`src/rtl/pipeline_ctrl.sv`:
```
// Pipeline hazard controller for an in-order core with a multicycle FPU.
// It handles operand forwarding, load-use stalls, branch/jump flushes and
// memory back-pressure. A single-entry scoreboard tracks the one
// multicycle FPU op in flight and raises its result writeback strobe.
module pipeline_ctrl #(
    parameter int FPU_LAT = 4   // issue-to-result latency, 2..15
) (
    input  logic       clk,
    input  logic       rstn,
    // decode stage
    input  logic       d_valid,
    input  logic [4:0] d_rs1,
    input  logic [4:0] d_rs2,
    input  logic [4:0] d_rs3,
    input  logic [4:0] d_rd,
    input  logic [2:0] d_src_use,
    input  logic [2:0] d_src_fpu,
    input  logic       d_fpu_write,
    input  logic       d_fpu_mc,
    // execute stage
    input  logic [4:0] e_rs1,
    input  logic [4:0] e_rs2,
    input  logic [4:0] e_rs3,
    input  logic [4:0] e_rd,
    input  logic [2:0] e_src_fpu,
    input  logic       e_reg_write,
    input  logic       e_fpu_write,
    input  logic       e_is_load,
    input  logic       e_redirect,
    // memory and writeback stages
    input  logic [4:0] m_rd,
    input  logic [4:0] w_rd,
    input  logic       m_reg_write,
    input  logic       m_fpu_write,
    input  logic       w_reg_write,
    input  logic       w_fpu_write,
    input  logic       mem_ready,
    // pipeline register controls
    output logic       stall_f,
    output logic       stall_d,
    output logic       stall_e,
    output logic       stall_m,
    output logic       flush_d,
    output logic       flush_e,
    // execute operand selects: 00 regfile, 10 memory stage, 01 writeback
    output logic [1:0] fwd1,
    output logic [1:0] fwd2,
    output logic [1:0] fwd3,
    // multicycle FPU scoreboard
    output logic       mc_busy,
    output logic       mc_done,
    output logic [4:0] mc_rd
);

    typedef enum logic {
        IDLE,
        BUSY
    } state_t;

    localparam logic [3:0] CNT_LOAD = 4'(FPU_LAT - 1);

    state_t     state_q;
    logic [3:0] cnt_q;
    logic [4:0] mc_rd_q;

    logic [4:0] d_rs [3];
    logic [4:0] e_rs [3];
    logic [1:0] fwd  [3];
    logic       load_use;
    logic       sb_hazard;
    logic       issue;

    // A producer feeds a consumer when the register index matches and both
    // sit in the same file. Integer x0 is hardwired zero and never a real
    // dependency; FPU register f0 is an ordinary register.
    function automatic logic dep_match(
        input logic [4:0] rd,
        input logic       wr_int,
        input logic       wr_fpu,
        input logic [4:0] rs,
        input logic       rs_is_fpu
    );
        if (rd != rs)
            return 1'b0;
        if (rs_is_fpu)
            return wr_fpu;
        return wr_int && (rd != 5'd0);
    endfunction

    assign d_rs[0] = d_rs1;
    assign d_rs[1] = d_rs2;
    assign d_rs[2] = d_rs3;
    assign e_rs[0] = e_rs1;
    assign e_rs[1] = e_rs2;
    assign e_rs[2] = e_rs3;

    // Operand forwarding: the memory stage holds the younger result, so it wins.
    always_comb begin
        for (int i = 0; i < 3; i++) begin
            // NOTE: every always_comb output gets a value on every path (here
            // the default); a missing branch assignment would infer a latch.
            fwd[i] = 2'b00;
            if (dep_match(m_rd, m_reg_write, m_fpu_write, e_rs[i], e_src_fpu[i]))
                fwd[i] = 2'b10;
            else if (dep_match(w_rd, w_reg_write, w_fpu_write, e_rs[i], e_src_fpu[i]))
                fwd[i] = 2'b01;
        end
    end

    assign fwd1 = fwd[0];
    assign fwd2 = fwd[1];
    assign fwd3 = fwd[2];

    // Hazard detection: a used decode operand waiting on a load in execute, or
    // on the result of the multicycle op in flight.
    always_comb begin
        load_use  = 1'b0;
        sb_hazard = 1'b0;
        for (int i = 0; i < 3; i++) begin
            if (d_src_use[i] && dep_match(e_rd, e_reg_write, e_fpu_write, d_rs[i], d_src_fpu[i]))
                load_use = 1'b1;
            if (d_src_use[i] && d_src_fpu[i] && (d_rs[i] == mc_rd_q))
                sb_hazard = 1'b1;
        end
        // The scoreboard holds only one op, so a second multicycle op waits,
        // and so does a write to the same register (write-after-write).
        if (d_fpu_write && (d_rd == mc_rd_q))
            sb_hazard = 1'b1;
        if (d_fpu_mc)
            sb_hazard = 1'b1;
        load_use  = load_use && e_is_load && d_valid;
        sb_hazard = sb_hazard && d_valid && (state_q == BUSY);
    end

    // Pipeline controls: memory back-pressure freezes everything, then a
    // redirect discards the wrong-path instructions, then hazard bubbles.
    always_comb begin
        stall_f = 1'b0;
        stall_d = 1'b0;
        stall_e = 1'b0;
        stall_m = 1'b0;
        flush_d = 1'b0;
        flush_e = 1'b0;
        if (!mem_ready) begin
            stall_f = 1'b1;
            stall_d = 1'b1;
            stall_e = 1'b1;
            stall_m = 1'b1;
        end else if (e_redirect) begin
            flush_d = 1'b1;
            flush_e = 1'b1;
        end else if (load_use || sb_hazard) begin
            stall_f = 1'b1;
            stall_d = 1'b1;
            flush_e = 1'b1;
        end
    end

    // A multicycle op issues only when it really leaves decode this cycle.
    assign issue   = d_valid && d_fpu_mc && !stall_d && !flush_d;
    assign mc_done = (state_q == BUSY) && (cnt_q == 4'd0) && !w_fpu_write;
    assign mc_busy = (state_q == BUSY);
    assign mc_rd   = mc_rd_q;

    // Scoreboard FSM: the countdown runs regardless of pipeline stalls, and a
    // redirect never cancels an op because it has already left execute.
    always_ff @(posedge clk or negedge rstn) begin
        if (!rstn) begin
            state_q <= IDLE;
            cnt_q   <= 4'd0;
            mc_rd_q <= 5'd0;
        end else begin
            // NOTE: sequential state uses non-blocking assignments so every
            // register samples its pre-edge value, independent of statement order.
            case (state_q)
                IDLE: begin
                    if (issue) begin
                        state_q <= BUSY;
                        cnt_q   <= CNT_LOAD;
                        mc_rd_q <= d_rd;
                    end
                end
                BUSY: begin
                    if (mc_done) begin
                        if (issue) begin
                            cnt_q   <= CNT_LOAD;
                            mc_rd_q <= d_rd;
                        end else begin
                            state_q <= IDLE;
                        end
                    end else if (cnt_q != 4'd0) begin
                        cnt_q <= cnt_q - 4'd1;
                    end
                end
                default: state_q <= IDLE;
            endcase
        end
    end

endmodule

```
`config.mk`:
```
export PLATFORM = sky130hd
export DESIGN_NAME = pipeline_ctrl
export DESIGN_NICKNAME = d
export VERILOG_FILES = /design/src/rtl/pipeline_ctrl.sv
export SDC_FILE = /design/constraint.sdc
export NUM_CORES = 1
export LEC_CHECK = 0
export CORE_UTILIZATION = 34
export DETAILED_ROUTE_END_ITERATION = 16
export MAX_ROUTING_LAYER = met4
export PLACE_DENSITY = 0.75
export SYNTH_ARGS = -nofsm -noshare
export SYNTH_HDL_FRONTEND = slang
export SYNTH_SLANG_ARGS = --single-unit
```
`constraint.sdc`:
```
create_clock -name clk -period 2.2 [get_ports clk]
set_input_delay 0.44 -clock clk [delete_from_list [all_inputs] [get_ports clk]]
set_output_delay 0.44 -clock clk [all_outputs]
set_load 0.05 [all_outputs]
```
Word level (Yosys, flattened, before mapping). Index checks and enable logic that the tools add are counted. Widths: inputs -> output; s select.

Flip-flop bits (word level): 10. Output and inout bits: 19. Logic and storage cells: 152.

Equal/unequal tests: 15. Mux-type cells: 101. Bitwise logic cells: 1. Reduce and logical (&&, ||, !) cells: 31. Add/subtract/negate cells: 1.

Operators with widths (count): $mux 1 (90); $ne 5x5->1 (9); $logic_and 1x1->1 (22); $eq 5x5->1 (4); $reduce_bool 5->1 (3); $mux 4 (3); $mux 5 (2); $pmux 5 s2 (1); $pmux 4 s2 (1); $mux 2 (3); $logic_not 4->1 (1); $reduce_bool 4->1 (1); $sub 4x1->4 const B (1); $logic_not 1->1 (3); $ne 3x2->1 const B (1); $ne 2x2->1 const B (1); $pmux 1 s2 (1); $logic_or 1x1->1 (1); $not 1->1 (1).

Logic depth before layout (Yosys ltp).
Word-level depth: 21. Depth in mapped cells: 7.

Worst setup path before layout. Ideal clock, no wire load.

Path kind: input -> output. Start point: input m_rd[3]. End point: output fwd1[0]. Setup slack: -1.241 ns. Arrival time: 3.001 ns. Cell stages on the path: 6. Buffers on the path: 0. Cells stage by stage: or4_1 -> o21ai_0 -> nor2_1 -> a21oi_1 -> nor4_1 -> nor3_1.

Word-level cells in the longest chain between the ends: 5.

Ends and longest elaborated chain: from (decl) (RTL line 31) `input logic [4:0] m_rd,`; $reduce_bool 5->1 (RTL line 87) `return wr_int && (rd != 5'd0);`; $logic_and 1x1->1 (RTL line 87); $mux 1 (RTL line 87); $mux 1 (*) (RTL line 85) `if (rs_is_fpu)`; $mux 2 (*) (RTL line 103) `if (dep_match(m_rd, m_reg_write, m_fpu_write, e_rs[i], e_src_fpu[i]))`; to (decl) (RTL line 46) `output logic [1:0] fwd1,`.

Every way passes the cells marked *; elsewhere a longest branch is shown, timed or not.

Worst setup path in the final report.
Start point: input e_rd[4]. End point: output stall_d.

Word-level cells in the longest chain between the ends: 14.

Ends and longest elaborated chain: from (decl) (RTL line 24) `input logic [4:0] e_rd,`; $reduce_bool 5->1 (RTL line 87); $logic_and 1x1->1 (RTL line 87); $mux 1 (RTL line 87); $mux 1 (RTL line 85); $logic_and 1x1->1 (RTL line 120) `if (d_src_use[i] && dep_match(e_rd, e_reg_write, e_fpu_write, d_rs[i], d_src_fpu[i]))`; $mux 1 (2 in series) (RTL line 120); $mux 1 (*) (RTL line 120); $logic_and 1x1->1 (*) (2 in series) (RTL line 131) `load_use = load_use && e_is_load && d_valid;`; $logic_or 1x1->1 (*) (RTL line 152) `end else if (load_use || sb_hazard) begin`; $mux 1 (*) (RTL line 152); $mux 1 (*) (RTL line 149) `end else if (e_redirect) begin`; $mux 1 (*) (RTL line 144) `if (!mem_ready) begin`; to (decl) (RTL line 40) `output logic stall_d,`.

Marked as above.

==> Flow_metrics.wiki <==
{| class="wikitable"
! Metric !! Value
|-
| Post-route worst hold slack || 0.536 ns
|-
| Relative slew margins || around two thirds
|-
| Grt total ovfl || 0
|-
| Fill cell instance count of the final layout || ~300
|-
| Combinational power share || 66.8%
|-
| First-pass GRT wire length || around 8800 µm
|-
| Number of buffers between clock root and the deepest sink || 2
|-
| Outcome || finished with violations
|-
| TritonCTS sink count || 10
|-
| Launching element type of the critical path || primary input
|-
| Initial DRT Pass Iterations || 4
|-
| Number of buffers inserted during clock tree synthesis || 3
|-
| Count of yosys warnings during synthesis || 0
|-
| Synthesized Nets || about 270
|-
| Failing checks || negative setup slack
|-
| Ratio of cells with drive above 1 in the final layout || between 30% and 40%
|-
| P_leak || between 1 and 1.5 nW
|-
| Insertion delay of the later-clocked pin in the worst-skew pair || 0.24 ns
|-
| Remaining number of nets flagged by the antenna check after routing || 0
|-
| Number of buffers added on ports || roughly 90
|-
| Clock transition at the register clock pins on the worst setup and hold paths after CTS || 0.05 ns
|-
| Routed vias || ~1900
|-
| Largest driver fanout on the critical path || 2
|-
| Least-Margin Pin Slew || 0.527 ns
|-
| Unrepaired setup endpoints after global routing || yes
|-
| Initial antenna violation count || 0
|-
| Mapped Avg Cell Area || 7.82 µm²
|-
| X dimension of the die || 68.8 µm
|-
| Required @ worst endpoint || ~1.8 ns
|-
| Ant diodes || 0
|-
| Total setup violations reported at the end of the flow || 9
|-
| Post-synthesis register bit count || 10
|-
| Average via count per standard cell || just over 5
|-
| Final worst clock skew || 0.00254 ns
|-
| Final number of max-transition violations || 0
|-
| Wire length per cell after detailed routing || 15.3 µm
|-
| Number of top-level pins || between 90 and 100
|-
| DRC violation total after the first TritonRoute iteration || just over 80
|-
| Total die area || around 0.0047 mm²
|-
| Maximum number of pins on one net before global-route repair || 12
|-
| Ratio of total power to cell area || 622 mW/mm²
|-
| Min cycle time layout || roughly 2.6 ns
|-
| Type of the worst setup path || primary input to primary output
|-
| Internal power of the cells || 1.07 mW
|-
| Type of element capturing the critical path || primary output
|-
| Share of the synthesized area in the top cell type || between 10% and 20%
|-
| Sequential fraction of design power || between 20% and 30%
|-
| Number of H-tree levels || 1
|-
| Count of maximum capacitance violations || 0
|-
| Final cycle utilization of the critical path || 117%
|-
| Floorplan die height || 68.8 µm
|-
| Worst hold path class || primary input to asynchronous set/reset pin
|-
| Sequential fraction of the synthesis area || between 10% and 20%
|-
| Root Driver || clkbuf_8
|-
| Switching Power || between 0.8 and 0.9 mW
|-
| Fmax || 389 MHz
|-
| Cell type with the largest total area after synthesis || xnor2_1
|-
| Power Total || 1.97 mW
|-
| Post-DP HPWL || 4700 µm
|-
| Post-route setup slack || -0.369 ns
|-
| Post-synth design cell area || 0.00152 mm²
|-
| DRC Markers || 0
|-
| Final-stage net count || 408
|-
| Overall fraction of global-route tracks in use || 25.9%
|-
| Cell types occupying the most area after synthesis || xnor2_1 20%, xor2_1 18%, dfrtp_1 16%
|-
| Starting utilization of the core area || 36.6%
|-
| Peak VDD IR || just over 0.4 mV
|-
| TritonCTS clock tree || built
|-
| Total Routed Length || slightly below 6000 µm
|-
| Number of failing hold endpoints at the final stage || 0
|-
| Clock share of power || 11.9%
|-
| Vias in the first global route || 1928
|-
| Number of instances in the synthesized netlist || 194
|-
| Arrival time reported for the critical path endpoint || approximately 2.1 ns
|-
| Placer Congestion || 0.860
|-
| Number of distinct library cell variants in the gate-level netlist after synthesis || 39
|-
| Layout area overhead || 109%
|-
| Number of hold buffers added after CTS || 0
|-
| Area of combinational cells with multiple inputs || around 0.0014 mm²
|-
| Core region area || 0.00414 mm²
|-
| Sequential cell area in the final layout || 256 µm²
|-
| Switching share of power || 45.5%
|-
| Floorplan row count || 23
|}
-- final cells by class --
cell class                 instances  area share (%)
tap                               50            1.97
sequential                        10            8.09
inverter                           8           0.947
multi-input combinational        168            44.8
clock buffer                       4            1.74
timing repair buffer             142            42.5
-- through the flow --
stage | cells | area [µm²] | TNS [ns] | setup WS [ns] | util [%]
floorplan | 194 | 1660 | -2.32 | -0.784 | -
CTS | 378 | 3100 | -2.18 | -0.393 | 74.8
global placement | 372 | 2940 | -8.16 | -0.699 | 70.9
global route | 382 | 3170 | -2.63 | -0.444 | 76.5
detailed placement | 372 | 2940 | -9.18 | -0.771 | 70.9
finish | 382 | 3170 | -2.11 | -0.369 | 76.5
-- layout by cell type (no fill, tap or decap), drive strengths merged, types with 2 or more instances in the layout --
cell | Yosys | layout
buf | 3 | 69
clkdlybuf4s50 | 0 | 44
nand3 | 11 | 11
dlymetal6s2s | 0 | 4
nor4 | 7 | 7
inv | 8 | 8
a21oi | 9 | 9
clkbuf | 5 | 7
a22oi | 2 | 2
nand4 | 3 | 3
xnor2 | 34 | 34
o211ai | 4 | 4
o21ai | 9 | 9
dlygate4sd2 | 0 | 21
ha | 2 | 2
nor3 | 10 | 10
dfrtp | 10 | 10
or4 | 3 | 3
nor2 | 8 | 8
xor2 | 31 | 31
nand2 | 14 | 14
mux2 | 5 | 5
-- Yosys cell counts --
master / n
or2_2: 1
mux2_2: 5
a2111oi_2: 1
ha_1: 2
xnor2_1: 34
nor4b_1: 1
a21oi_1: 8
o21a_1: 1
o31ai_1: 1
nor3b_1: 1
and2_2: 1
a21oi_2: 1
clkbuf_1: 5
nand2_1: 14
buf_4: 2
nor2_1: 8
nand3_1: 11
and4_1: 1
buf_1: 1
xor2_1: 31
nand4_1: 3
o21ai_2: 1
a21boi_0: 1
nand3b_1: 1
inv_1: 8
o21ai_0: 8
a211o_1: 1
a22oi_1: 2
nor4_1: 7
nor3_2: 1
nor2b_1: 1
nand2b_1: 1
o211ai_1: 4
nand4b_1: 1
o2111ai_1: 1
a31oi_1: 1
nor3_1: 9
dfrtp_1: 10
or4_1: 3
-- layer usage --
metal / up-vias / part of all wire, % / global-route usage, %
met5: - / 0 / -
met4: 0 / 3.6 / 11.0
met3: 20 / 5.5 / 2.63
met2: 86 / 50 / 45.6
met1: 884 / 41 / 29.7
li1: 951 / - / -
-- power groups by stage --
stage	registers, mW	clock network [mW]	logic (mW)
3_3_place_gp	0.412	0	1.24
3_5_place_dp	0.419	0	1.27
4_1_cts	0.416	0.242	1.29
6_report	0.420	0.234	1.32
5_1_grt	0.432	0.247	1.41
2_1_floorplan	0.544	0	0.692
-- flip-flops by register name, indices dropped and copies added, names as in the netlist --
register / count
mc_rd: 5
cnt_q: 4
mc_busy: 1
-- repair_timing --
item / in CTS / in global routing
buffers inserted: 3 / 5
cloned: 0 / 0
pin swaps: 23 / 17
endpoints found under the setup margin: 19 / 16
gates resized for setup: 82 / 16
-- cell families after synthesis --
family                     share of synthesized area [%]
xor gates and xnor gates                            37.5
and+or+nand+nor                                     22.8
AOI/OAI and AO/OA                                   13.4
buffers and inverters                               4.45
DFF                                                 16.5
muxes                                               3.71
adders and majority gates                           1.65
-- worst max-delay path: stages --
cell      delay, ns
buf_6          0.09
or4_4          0.54
o21ai_4        0.17
buf_4          0.13
o31ai_2        0.07
o21a_1         0.15
o211ai_1       0.17
o211ai_1       0.14
buf_4          0.22
-- worst paths after layout --
check | endpoint | startpoint | cells past startpoint | slack, ns
setup / recovery | stall_d | e_rd[4] | 9 | -0.37
hold / removal | mc_rd[0] | rstn | 1 | 0.54
setup reg to reg | cnt_q[1] | cnt_q[0] | 8 | 0.62
hold reg to reg | mc_rd[2] | mc_rd[2] | 1 | 0.59
max in group asynchronous | mc_rd[3] | rstn | 1 | 1.30
min in group clk | mc_rd[2] | mc_rd[2] | 1 | 0.59
Note: power is estimated with default switching activity, not from simulation.
